### config.mk
export PLATFORM = sky130hd
export DESIGN_NAME = program_loader
export DESIGN_NICKNAME = d
export VERILOG_FILES = /design/src/rtl/program_loader.sv
export SDC_FILE = /design/constraint.sdc
export NUM_CORES = 1
export LEC_CHECK = 0
export BUFFER_PORTS_ARGS = -buffer_cell sky130_fd_sc_hd__buf_2
export CORE_UTILIZATION = 43
export DETAILED_ROUTE_END_ITERATION = 12
export PLACE_DENSITY = 0.7
export SYNTH_ARGS = -nofsm -noshare
export SYNTH_HDL_FRONTEND = slang
export SYNTH_SLANG_ARGS = --single-unit
### constraint.sdc
create_clock -name clk -period 5.2 [get_ports clk]
set_input_delay 0.26 -clock clk [delete_from_list [all_inputs] [get_ports clk]]
set_output_delay 0.26 -clock clk [all_outputs]
set_load 0.03 [all_outputs]
### src/rtl/program_loader.sv
// Streams a length-prefixed little-endian program into instruction memory while
// holding the CPU in reset; releases it once every word has been written.
module program_loader #(
   parameter int MEMORY_DEPTH = 32
) (
   input  logic        clk,
   input  logic        reset,
   input  logic        Start,
   input  logic [7:0]  ByteIn,
   input  logic        ByteValid,
   output logic        ByteReady,
   output logic        MemWrite,
   output logic [31:0] MemAddress,
   output logic [31:0] MemWriteData,
   output logic        CPUReset,
   output logic        Done,
   output logic        Error
);

   typedef enum logic [2:0] {
      IDLE,
      LEN_LO,
      LEN_HI,
      DATA,
      DONE,
      ERROR
   } state_t;

   state_t      state, state_next;
   logic        accept;
   logic [15:0] len;
   logic [15:0] n_full;
   logic        exceed;
   logic [1:0]  byte_cnt;
   logic [15:0] word_cnt;
   logic        last_word;
   logic [23:0] word_buf;

   // Length is judged on the high byte as it arrives, before it is registered.
   always_comb begin
      n_full    = {ByteIn, len[7:0]};
      exceed    = 32'(n_full) > 32'(MEMORY_DEPTH);
      last_word = (17'(word_cnt) + 17'd1) == {1'b0, len};
   end

   always_ff @(posedge clk) begin
      if (reset) state <= IDLE;
      else       state <= state_next;
   end

   always_comb begin
      state_next = state;
      ByteReady  = 1'b0;
      CPUReset   = 1'b1;
      Done       = 1'b0;
      Error      = 1'b0;
      accept     = 1'b0;
      case (state)
         IDLE: begin
            if (Start) state_next = LEN_LO;
         end
         LEN_LO: begin
            ByteReady = 1'b1;
            accept    = ByteValid;
            if (accept) state_next = LEN_HI;
         end
         LEN_HI: begin
            ByteReady = 1'b1;
            accept    = ByteValid;
            if (accept) begin
               if (exceed)            state_next = ERROR;
               else if (n_full == '0) state_next = DONE;
               else                   state_next = DATA;
            end
         end
         DATA: begin
            ByteReady = 1'b1;
            accept    = ByteValid;
            if (accept && byte_cnt == 2'd3 && last_word) state_next = DONE;
         end
         DONE: begin
            CPUReset = 1'b0;
            Done     = 1'b1;
            if (Start) state_next = LEN_LO;
         end
         ERROR: begin
            Error = 1'b1;
            if (Start) state_next = LEN_LO;
         end
         default: state_next = IDLE;
      endcase
   end

   always_ff @(posedge clk) begin
      if (reset) begin
         len          <= '0;
         byte_cnt     <= '0;
         word_cnt     <= '0;
         word_buf     <= '0;
         MemWrite     <= 1'b0;
         MemAddress   <= '0;
         MemWriteData <= '0;
      end else begin
         MemWrite <= 1'b0;
         case (state)
            IDLE, DONE, ERROR: begin
               if (Start) begin
                  byte_cnt <= '0;
                  word_cnt <= '0;
               end
            end
            LEN_LO: if (accept) len[7:0]  <= ByteIn;
            LEN_HI: if (accept) len[15:8] <= ByteIn;
            DATA: begin
               if (accept) begin
                  // Bytes shift in from the top so the first one ends up in [7:0].
                  if (byte_cnt == 2'd3) begin
                     MemWrite     <= 1'b1;
                     MemAddress   <= {14'b0, word_cnt, 2'b00};
                     MemWriteData <= {ByteIn, word_buf};
                     word_cnt     <= word_cnt + 16'd1;
                     byte_cnt     <= '0;
                  end else begin
                     word_buf <= {ByteIn, word_buf[23:8]};
                     byte_cnt <= byte_cnt + 2'd1;
                  end
               end
            end
            default: ;
         endcase
      end
   end

endmodule

Word level (Yosys, flattened, before mapping)

Index checks and enable logic that the tools add are counted.

Register bits: 110
Input bits: 12

Add/sub/neg operators: 3
Order comparisons: 1
Equal/unequal tests: 13
Multiplexer cells: 21
Bitwise operators: 3
Reductions and logical operators: 15

Operators with widths:

| operator                                                              | count |
|---|---|
| 16-bit 2-to-1 mux                                                     | 3 |
| 16-bit one-hot mux with 2 select lines                                | 1 |
| 3-bit 2-to-1 mux                                                      | 6 |
| 16-bit by 1-bit adder with 17-bit output, second input constant       | 1 |
| 17-bit by 16-bit equality test with 1-bit output                      | 1 |
| 16-bit by 1-bit adder with 16-bit output, second input constant       | 1 |
| 16-bit by 6-bit > comparator with 1-bit output, second input constant | 1 |
| 16-bit logical NOT                                                    | 1 |
| 3-bit one-hot mux with 4 select lines                                 | 1 |
| 2-bit != test, second input constant                                  | 5 |
| 3-bit AND reduction                                                   | 3 |
| 3-bit OR reduction                                                    | 3 |
| 4-bit AND reduction                                                   | 2 |
| 3-bit by 2-bit equality test with 1-bit output, second input constant | 2 |
| 3-bit equality test, second input constant                            | 2 |
| 1-bit 2-to-1 mux                                                      | 6 |
| 2-bit 2-to-1 mux                                                      | 3 |
| 2-bit one-hot mux with 2 select lines                                 | 1 |
| 2-bit AND reduction                                                   | 2 |
| 3-bit by 1-bit equality test with 1-bit output, second input constant | 1 |
| 3-bit logical NOT                                                     | 1 |
| 1-bit inverter                                                        | 3 |
| 2-bit by 1-bit adder with 2-bit output, second input constant         | 1 |
| 2-bit equality test, second input constant                            | 1 |
| 3 further kinds                                                       | 4 |

Depth between registers and ports, before layout

Gate-level depths: netlist of run 1.

Depth after elaboration: 5
Mapped depth: 9

Least setup slack after synthesis of run 1

OpenSTA, ideal clock, no wires.

Path type: register -> register
Start: register word_cnt[0]
End: register state[2]
Setup time: 119 ps
Arrival time: 2,051 ps
Data required time: 5,081 ps
Slack: 3,030 ps
Stages on the path, launching flop included: 9
Clock period less this slack: 2,170 ps
Path through: dfxtp_1 ha_1 and3_1 buf_2 o21ai_0 o311a_1 a211oi_1 and4bb_1 o221a_1

Word-level cells in the longest chain between the ends: 5

Ends and longest elaborated chain:

| what                                             | RTL line | RTL |
|---|---|---|
| from (decl)                                      | 35       | `logic [15:0] word_cnt;` |
| from (signal assigned)                           | 121      | `word_cnt <= word_cnt + 16'd1;` |
| 16-bit by 1-bit adder with 17-bit output         | 43       | `last_word = (17'(word_cnt) + 17'd1) == {1'b0, len};` |
| 17-bit by 16-bit equality test with 1-bit output | 43       |  |
| 1-bit logical AND                                | 79       | `if (accept && byte_cnt == 2'd3 && last_word) state_next = DONE;` |
| 2-bit != test (no source line)                   | -        |  |
| 4-bit AND reduction (no source line)             | -        |  |
| to (signal assigned)                             | 48       | `else state <= state_next;` |
| to (decl)                                        | 29       | `state_t state, state_next;` |

No other way between the ends.
A chain may end at the register's enable or synchronous reset.

Worst setup path in the final report of run 1

Start: register state[0]
End: register word_cnt[8]

Word-level cells in the longest chain between the ends: 5
Elaborated cells between the ends (all ways): 15
Classes of those cells: eq/ne: 8; mux: 2; reduce/logical: 5

Ends and longest elaborated chain:

| what                                                                   | RTL line | RTL |
|---|---|---|
| 3-bit by 2-bit equality test with 1-bit output (tied with other cells) | 58, 105  |  |
| 3-bit OR reduction (no source line)                                    | -        |  |
| 1-bit 2-to-1 mux                                                       | 58       | `case (state)` |
| 2-bit != test (no source line)                                         | -        |  |
| 4-bit AND reduction (no source line)                                   | -        |  |

Several ways; a longest one is shown, not always the timed one.

==> results.json, run 1 <==
{
  "r2r_start": "state[0]$_SDFFE_PP0P_",
  "max_cap_viol_count": 0,
  "wl_um": 12100,
  "maxSlewHeadroom_pct": 32.7,
  "postCtsHoldBufs": 0,
  "port-buffer-count": 64,
  "core-area_um2": 11000,
  "fmax_ghz": 0.374,
  "r2r_end": "word_cnt[8]$_SDFFE_PP0P_",
  "clkPwrFrac_pct": 38.3,
  "met2WireLength_um": 5500,
  "drive_above_1_share_pct": 14.2,
  "start_util_pct": 44.7,
  "grt_max_degree": 96,
  "wl_met3_um": 644,
  "layout_setup_ws_ps": 2520,
  "regToRegSetupSlack_ps": 2520,
  "highest_layer": "met4",
  "via_per_inst": 5.42,
  "antenna_left": 0,
  "synthToLayoutAreaGrowth_pct": 11.5,
  "drc": 0,
  "start_kind": "flip-flop",
  "cp_slowest_cell": "dfxtp_1",
  "worst_pin_slew_ps": 1010,
  "path_clk_slew_ps": 80,
  "grt_pass1_vias": 3930,
  "finClkSkew_ps": 4.60,
  "status": "finished, final reports clean",
  "cts_resized": 0,
  "detail_route.iter0.violations": 308,
  "holdWs_ps": 198,
  "die_h_um": 109,
  "die_x_um": 109,
  "numCtsBuffers": 9,
  "routabilityCongestion": 0.852,
  "yosysWarningCount": 0,
  "diodes": 0,
  "worstSetupPathType": "reg2reg",
  "synth_async_sr_flop_share_pct": 0,
  "ys_types": 57,
  "synth_area_um2": 4910,
  "synth-main-ff-cell": "dfxtp_1",
  "clock-sinks": 110,
  "min_to": "word_buf[19]$_SDFFE_PP0P_",
  "grt_overflow": 0,
  "final-hold-violation-count": 0,
  "cts_max_level": 3,
  "layout.nets": 683,
  "synth.avg_cell_area_um2": 7.69,
  "leakagePower_uw": 0.00203,
  "postSynthCellCount": 639,
  "dpl_cell_area_um2": 5160,
  "synth_edf_count": 0,
  "avgRoutedWirePerCell_um": 14.8,
  "p_per_area_nw_per_um2": 347,
  "r2r.worst_path.cells": 7,
  "grt_pass1_wl_um": 19300,
  "seq_power_share_pct": 47.9,
  "cts_setup_buffers": 0,
  "fin_util_pct": 49.9,
  "crit_top_cell": "nand2_1",
  "design_area_um2": 5480,
  "dr.pass1.iters": 5,
  "ios": 81,
  "fin_crit_sh_pct": 51.5,
  "rsz0062_at_grt": "false",
  "synth-seq-cells": 110,
  "power.share.switching_pct": 29.5,
  "root_buffer": "clkbuf_16",
  "crit_path_end_kind": "flip-flop",
  "grt_antenna_before_repair": 0,
  "cp_slowest_stage_delay_ps": 490,
  "vias": 4410,
  "die_area_um2": 11900,
  "wl_met1_um": 5600,
  "crit_path_cell_trace": "nor2b_1 > and3_1 > buf_4 > nand2_1 > clkinv_1 > nand2_1 > o21ai_0",
  "holdPathStages": 3,
  "path_max_fanout": 52,
  "rows": 38,
  "setup_viol": 0,
  "finalSetupTns_ps": 0,
  "worstSkewPairLatency_ps": 360,
  "cts.path.max_buffers": 2,
  "track_usage_pct": 21.0,
  "hpwlAfterDp_um": 8400,
  "period_needed_ps": 2680,
  "min_path_type": "in2reg",
  "p_switching_uw": 561,
  "place_ws_ps": 2600,
  "combinationalPowerShare_pct": 13.8,
  "p_int_uw": 1340,
  "ir_worst_vdd_uv": 162,
  "yosysSeqAreaShare_pct": 44.8,
  "cts_tree": "yes",
  "slew_viol_final": 0,
  "arrival_ps": 2950,
  "required_ps": 5470,
  "hp-start": "ByteIn[3]"
}
## worst max-delay path by stage
stage | startpoint | end | slack, ps | cells past startpoint
finish | state[0]$_SDFFE_PP0P_ | word_cnt[8]$_SDFFE_PP0P_ | 2520 | 7
global route | state[0]$_SDFFE_PP0P_ | word_cnt[10]$_SDFFE_PP0P_ | 2340 | 7
CTS | state[0]$_SDFFE_PP0P_ | word_cnt[8]$_SDFFE_PP0P_ | 2560 | 7
detailed placement | state[0]$_SDFFE_PP0P_ | word_cnt[3]$_SDFFE_PP0P_ | 2600 | 4
global placement | state[0]$_SDFFE_PP0P_ | word_cnt[3]$_SDFFE_PP0P_ | 2670 | 4
floorplan | word_cnt[0]$_SDFFE_PP0P_ | state[2]$_SDFFE_PP0P_ | 3030 | 8
## cell usage after synthesis (2+ instances only)
cell type	count	share of area, %
or3_1	3	0.38
nand3b_1	2	0.31
or2_2	2	0.25
or3b_2	2	0.36
o41ai_1	4	0.71
o21ai_0	25	2.5
a21oi_1	98	10
and2_1	4	0.51
nor4_1	7	0.89
nand4_1	5	0.64
nor2b_1	5	0.64
buf_4	22	3.4
mux2i_1	2	0.41
o22ai_1	2	0.25
nor3b_1	2	0.31
xor2_1	6	1.1
inv_1	7	0.53
a31oi_1	4	0.51
dfxtp_1	110	45
nand3_1	12	1.2
nand2_1	194	15
xnor2_1	15	2.7
and3_1	6	0.76
buf_2	5	0.51
clkbuf_1	34	2.6
nand2b_1	5	0.64
nor2_1	17	1.3
a2111oi_0	2	0.36
ha_1	2	0.51
nor3_1	8	0.81
## cell families (layout without fill, tap and decap cells)
kind of cell	count (synthesis)	in the layout	share of synthesized area, %
compound gates	148	148	16.8
xor+xnor	21	21	3.74
fa+ha+maj	2	2	0.509
buf+inv	70	90	7.15
flops	110	110	44.8
mux	3	3	0.636
other cells	1	16	0.0763
simple gates	284	284	26.3
## flip-flops by register name, indices dropped and copies added, names as in the netlist
register	cells
state	3
len	16
MemAddress	16
word_cnt	16
MemWrite	1
MemWriteData	32
byte_cnt	2
word_buf	24
## worst max-delay path: cells and delay by family (launching register included)
family / cells / cell delay [ps]
compound gates: 1 / 170
simple gates: 4 / 1120
flops: 1 / 490
buf+inv: 2 / 770
## metrics by stage
step / total power [uW] / instances
finish: 1900 / 814
global route: 1980 / 814
CTS: 1910 / 814
detailed placement: 1190 / 798
global placement: 1180 / 798
floorplan: 1130 / 654
## power groups by stage
stage | registers (uW) | clock network [uW] | logic [uW]
CTS | 909 | 738 | 260
global placement | 927 | 0 | 256
detailed placement | 929 | 0 | 257
floorplan | 904 | 0 | 230
finish | 910 | 728 | 262
global route | 915 | 779 | 287
## metal layers
layer	GRT usage [%]	vias to the layer above
li1	-	2183
met1	29.1	2061
met2	31.6	139
met3	3.83	27
met4	9.75	0
met5	0	-
## layout make-up
type	instances	area (um2)
Clock buffer	9	225
Clock inverter	7	91.3
Fill cell	1063	5500
Inverter	8	30.0
Multi-Input combinational cell	474	2420
Sequential cell	110	2200
Tap cell	140	175
Timing Repair Buffer	66	335
## layout by cell type (no fill, tap or decap), types with 3 or more instances in the layout
cell type,instances
nand2_1,194
dfxtp_1,110
a21oi_1,98
buf_2,64
o21ai_0,25
nor2_1,17
conb_1,16
xnor2_1,15
nand3_1,11
clkbuf_16,9
nor3_1,8
inv_1,7
nor4_1,7
and3_1,6
xor2_1,6
nor2b_1,5
nand2b_1,5
nand4_1,5
and2_1,4
a31oi_1,4
o41ai_1,4
or3_1,3
Note: power is estimated with default switching activity, not from simulation.
==> inputs of run 2 (changes only) <==
clock period = 2.72 ns   (was 5.2 ns; I/O delays follow)
==> results.json, run 2 (synthesized netlist as in run 1, its figures left out) <==
{
  "use_met3_pct": 3.77,
  "cp_slowest_cell": "dfxtp_1",
  "cts_resized": 0,
  "diodes": 0,
  "routabilityCongestion": 0.890,
  "avgRoutedWirePerCell_um": 15.2,
  "rows": 38,
  "period_needed_ps": 2550,
  "crit_path_end_kind": "flip-flop",
  "vias": 4443,
  "cts.path.max_buffers": 2,
  "min_path_type": "in2reg",
  "final_common_cell": "nand2_1",
  "path_clk_slew_ps": 80,
  "regMostFlops": "MemWriteData",
  "finClkSkew_ps": 11.9,
  "path_max_fanout": 8,
  "grt_util_met1_pct": 30.6,
  "hpwlAfterDp_um": 8840,
  "ir_worst_vdd_uv": 310,
  "rsz0062_at_grt": "false",
  "r2r.worst_path.cells": 7,
  "core-area_um2": 11000,
  "worst_pin_slew_ps": 929,
  "via_per_inst": 5.39,
  "setup_viol": 0,
  "numCtsBuffers": 9,
  "ios": 81,
  "met2_usage_pct": 33.8,
  "grt_pass1_wl_um": 20100,
  "crit_buf_inv": 0,
  "grt_max_degree": 96,
  "arrival_ps": 2800,
  "dr.pass1.iters": 4,
  "fin_crit_sh_pct": 93.8,
  "start_kind": "flip-flop",
  "synthToLayoutAreaGrowth_pct": 13.0,
  "r2r_end": "state[2]$_SDFFE_PP0P_",
  "worstSetupPathType": "reg2reg",
  "postCtsHoldBufs": 0,
  "antenna_left": 0,
  "detail_route.iter0.violations": 284,
  "crit_path_cell_trace": "ha_1 > and3_1 > o21ai_0 > o311a_1 > a211oi_1 > and4bb_1 > o221a_1",
  "clock-sinks": 110,
  "crit_cells": 7,
  "track_usage_pct": 21.9,
  "r2r_start": "word_cnt[0]$_SDFFE_PP0P_",
  "grt_antenna_before_repair": 0,
  "endpoint": "state[2]$_SDFFE_PP0P_",
  "grt_pass1_vias": 3960,
  "die_area_um2": 11900,
  "place_ws_ps": 208,
  "worstSkewPairLatency_ps": 360,
  "p_per_area_nw_per_um2": 650,
  "cts_tree": "yes",
  "wl_um": 12600,
  "cts_max_level": 3,
  "layout.nets": 694,
  "holdWs_ps": 73.0,
  "finalSetupTns_ps": 0,
  "cp_slowest_stage_delay_ps": 520,
  "port-buffer-count": 64,
  "final_cell_mix": "nand2_1, dfxtp_1, a21oi_1",
  "dp.cells": 809,
  "fmax_ghz": 0.392,
  "drc": 0,
  "required_ps": 2970,
  "regToRegSetupSlack_ps": 170,
  "reg_top3": "MemWriteData (32), word_buf (24)",
  "drive_above_1_share_pct": 15.6,
  "max_cap_viol_count": 0,
  "cts_setup_buffers": 0,
  "grt_overflow": 0,
  "layout_setup_ws_ps": 170,
  "status": "finished, final reports clean",
  "critPathLaunch": "word_cnt[0]$_SDFFE_PP0P_",
  "die_h_um": 109,
  "maxSlewHeadroom_pct": 38.0,
  "slew_viol_final": 0,
  "fin_util_pct": 50.6,
  "critical-path-top-delay-family": "compound AO/OA/AOI/OAI gates",
  "final-hold-violation-count": 0,
  "die_x_um": 109,
  "start_util_pct": 44.7,
  "leakagePower_uw": 0.00208,
  "root_buffer": "clkbuf_16",
  "largest_reg_flops": 32,
  "grt_busiest_layer": "met2",
  "instances_no_fill": 825
}
-- run 2: cell type report --
type | count | area (um2)
Inverter | 8 | 30.0
Multi-Input combinational cell | 474 | 2420
Tap cell | 140 | 175
Clock buffer | 9 | 225
Timing Repair Buffer | 77 | 418
Sequential cell | 110 | 2200
Clock inverter | 7 | 82.6
Fill cell | 1052 | 5430
-- run 2: worst min path at each step --
stage	start	endpoint	cells after the start
detailed placement	MemWriteData[6]$_SDFFE_PP0P_	MemWriteData[6]$_SDFFE_PP0P_	2
floorplan	ByteIn[2]	len[10]$_SDFFE_PP0P_	2
global route	ByteIn[5]	len[13]$_SDFFE_PP0P_	3
CTS	ByteIn[0]	len[8]$_SDFFE_PP0P_	3
finish	ByteIn[3]	word_buf[19]$_SDFFE_PP0P_	3
global placement	word_buf[5]$_SDFFE_PP0P_	MemWriteData[5]$_SDFFE_PP0P_	2
-- run 2: power breakdown --
group	internal, uW	total (uW)	switching [uW]	leakage [uW]
combinational	168	521	353	0.00104
clock	661	1350	684	0.000148
sequential	1660	1740	80.4	0.000887
total	2490	3610	1120	0.00208
-- run 2: tightest hold or removal path, delay by kind of cell --
kind | cells | cell delay (ps)
AOI/OAI and AO/OA | 1 | 50
buffers and inverters | 1 | 140
and+or+nand+nor | 1 | 60
-- run 2: through the flow --
stage	area, um2	power [uW]
2_1_floorplan	4970	2170
3_3_place_gp	5250	2290
3_5_place_dp	5250	2290
4_1_cts	5560	3620
5_1_grt	5560	3740
6_report	5560	3610
-- run 2: routing by layer --
metal	vias to the layer above	routed length [um]
met5	-	0
met4	0	250
met3	22	613
met2	135	5760
met1	2086	5930
li1	2200	-
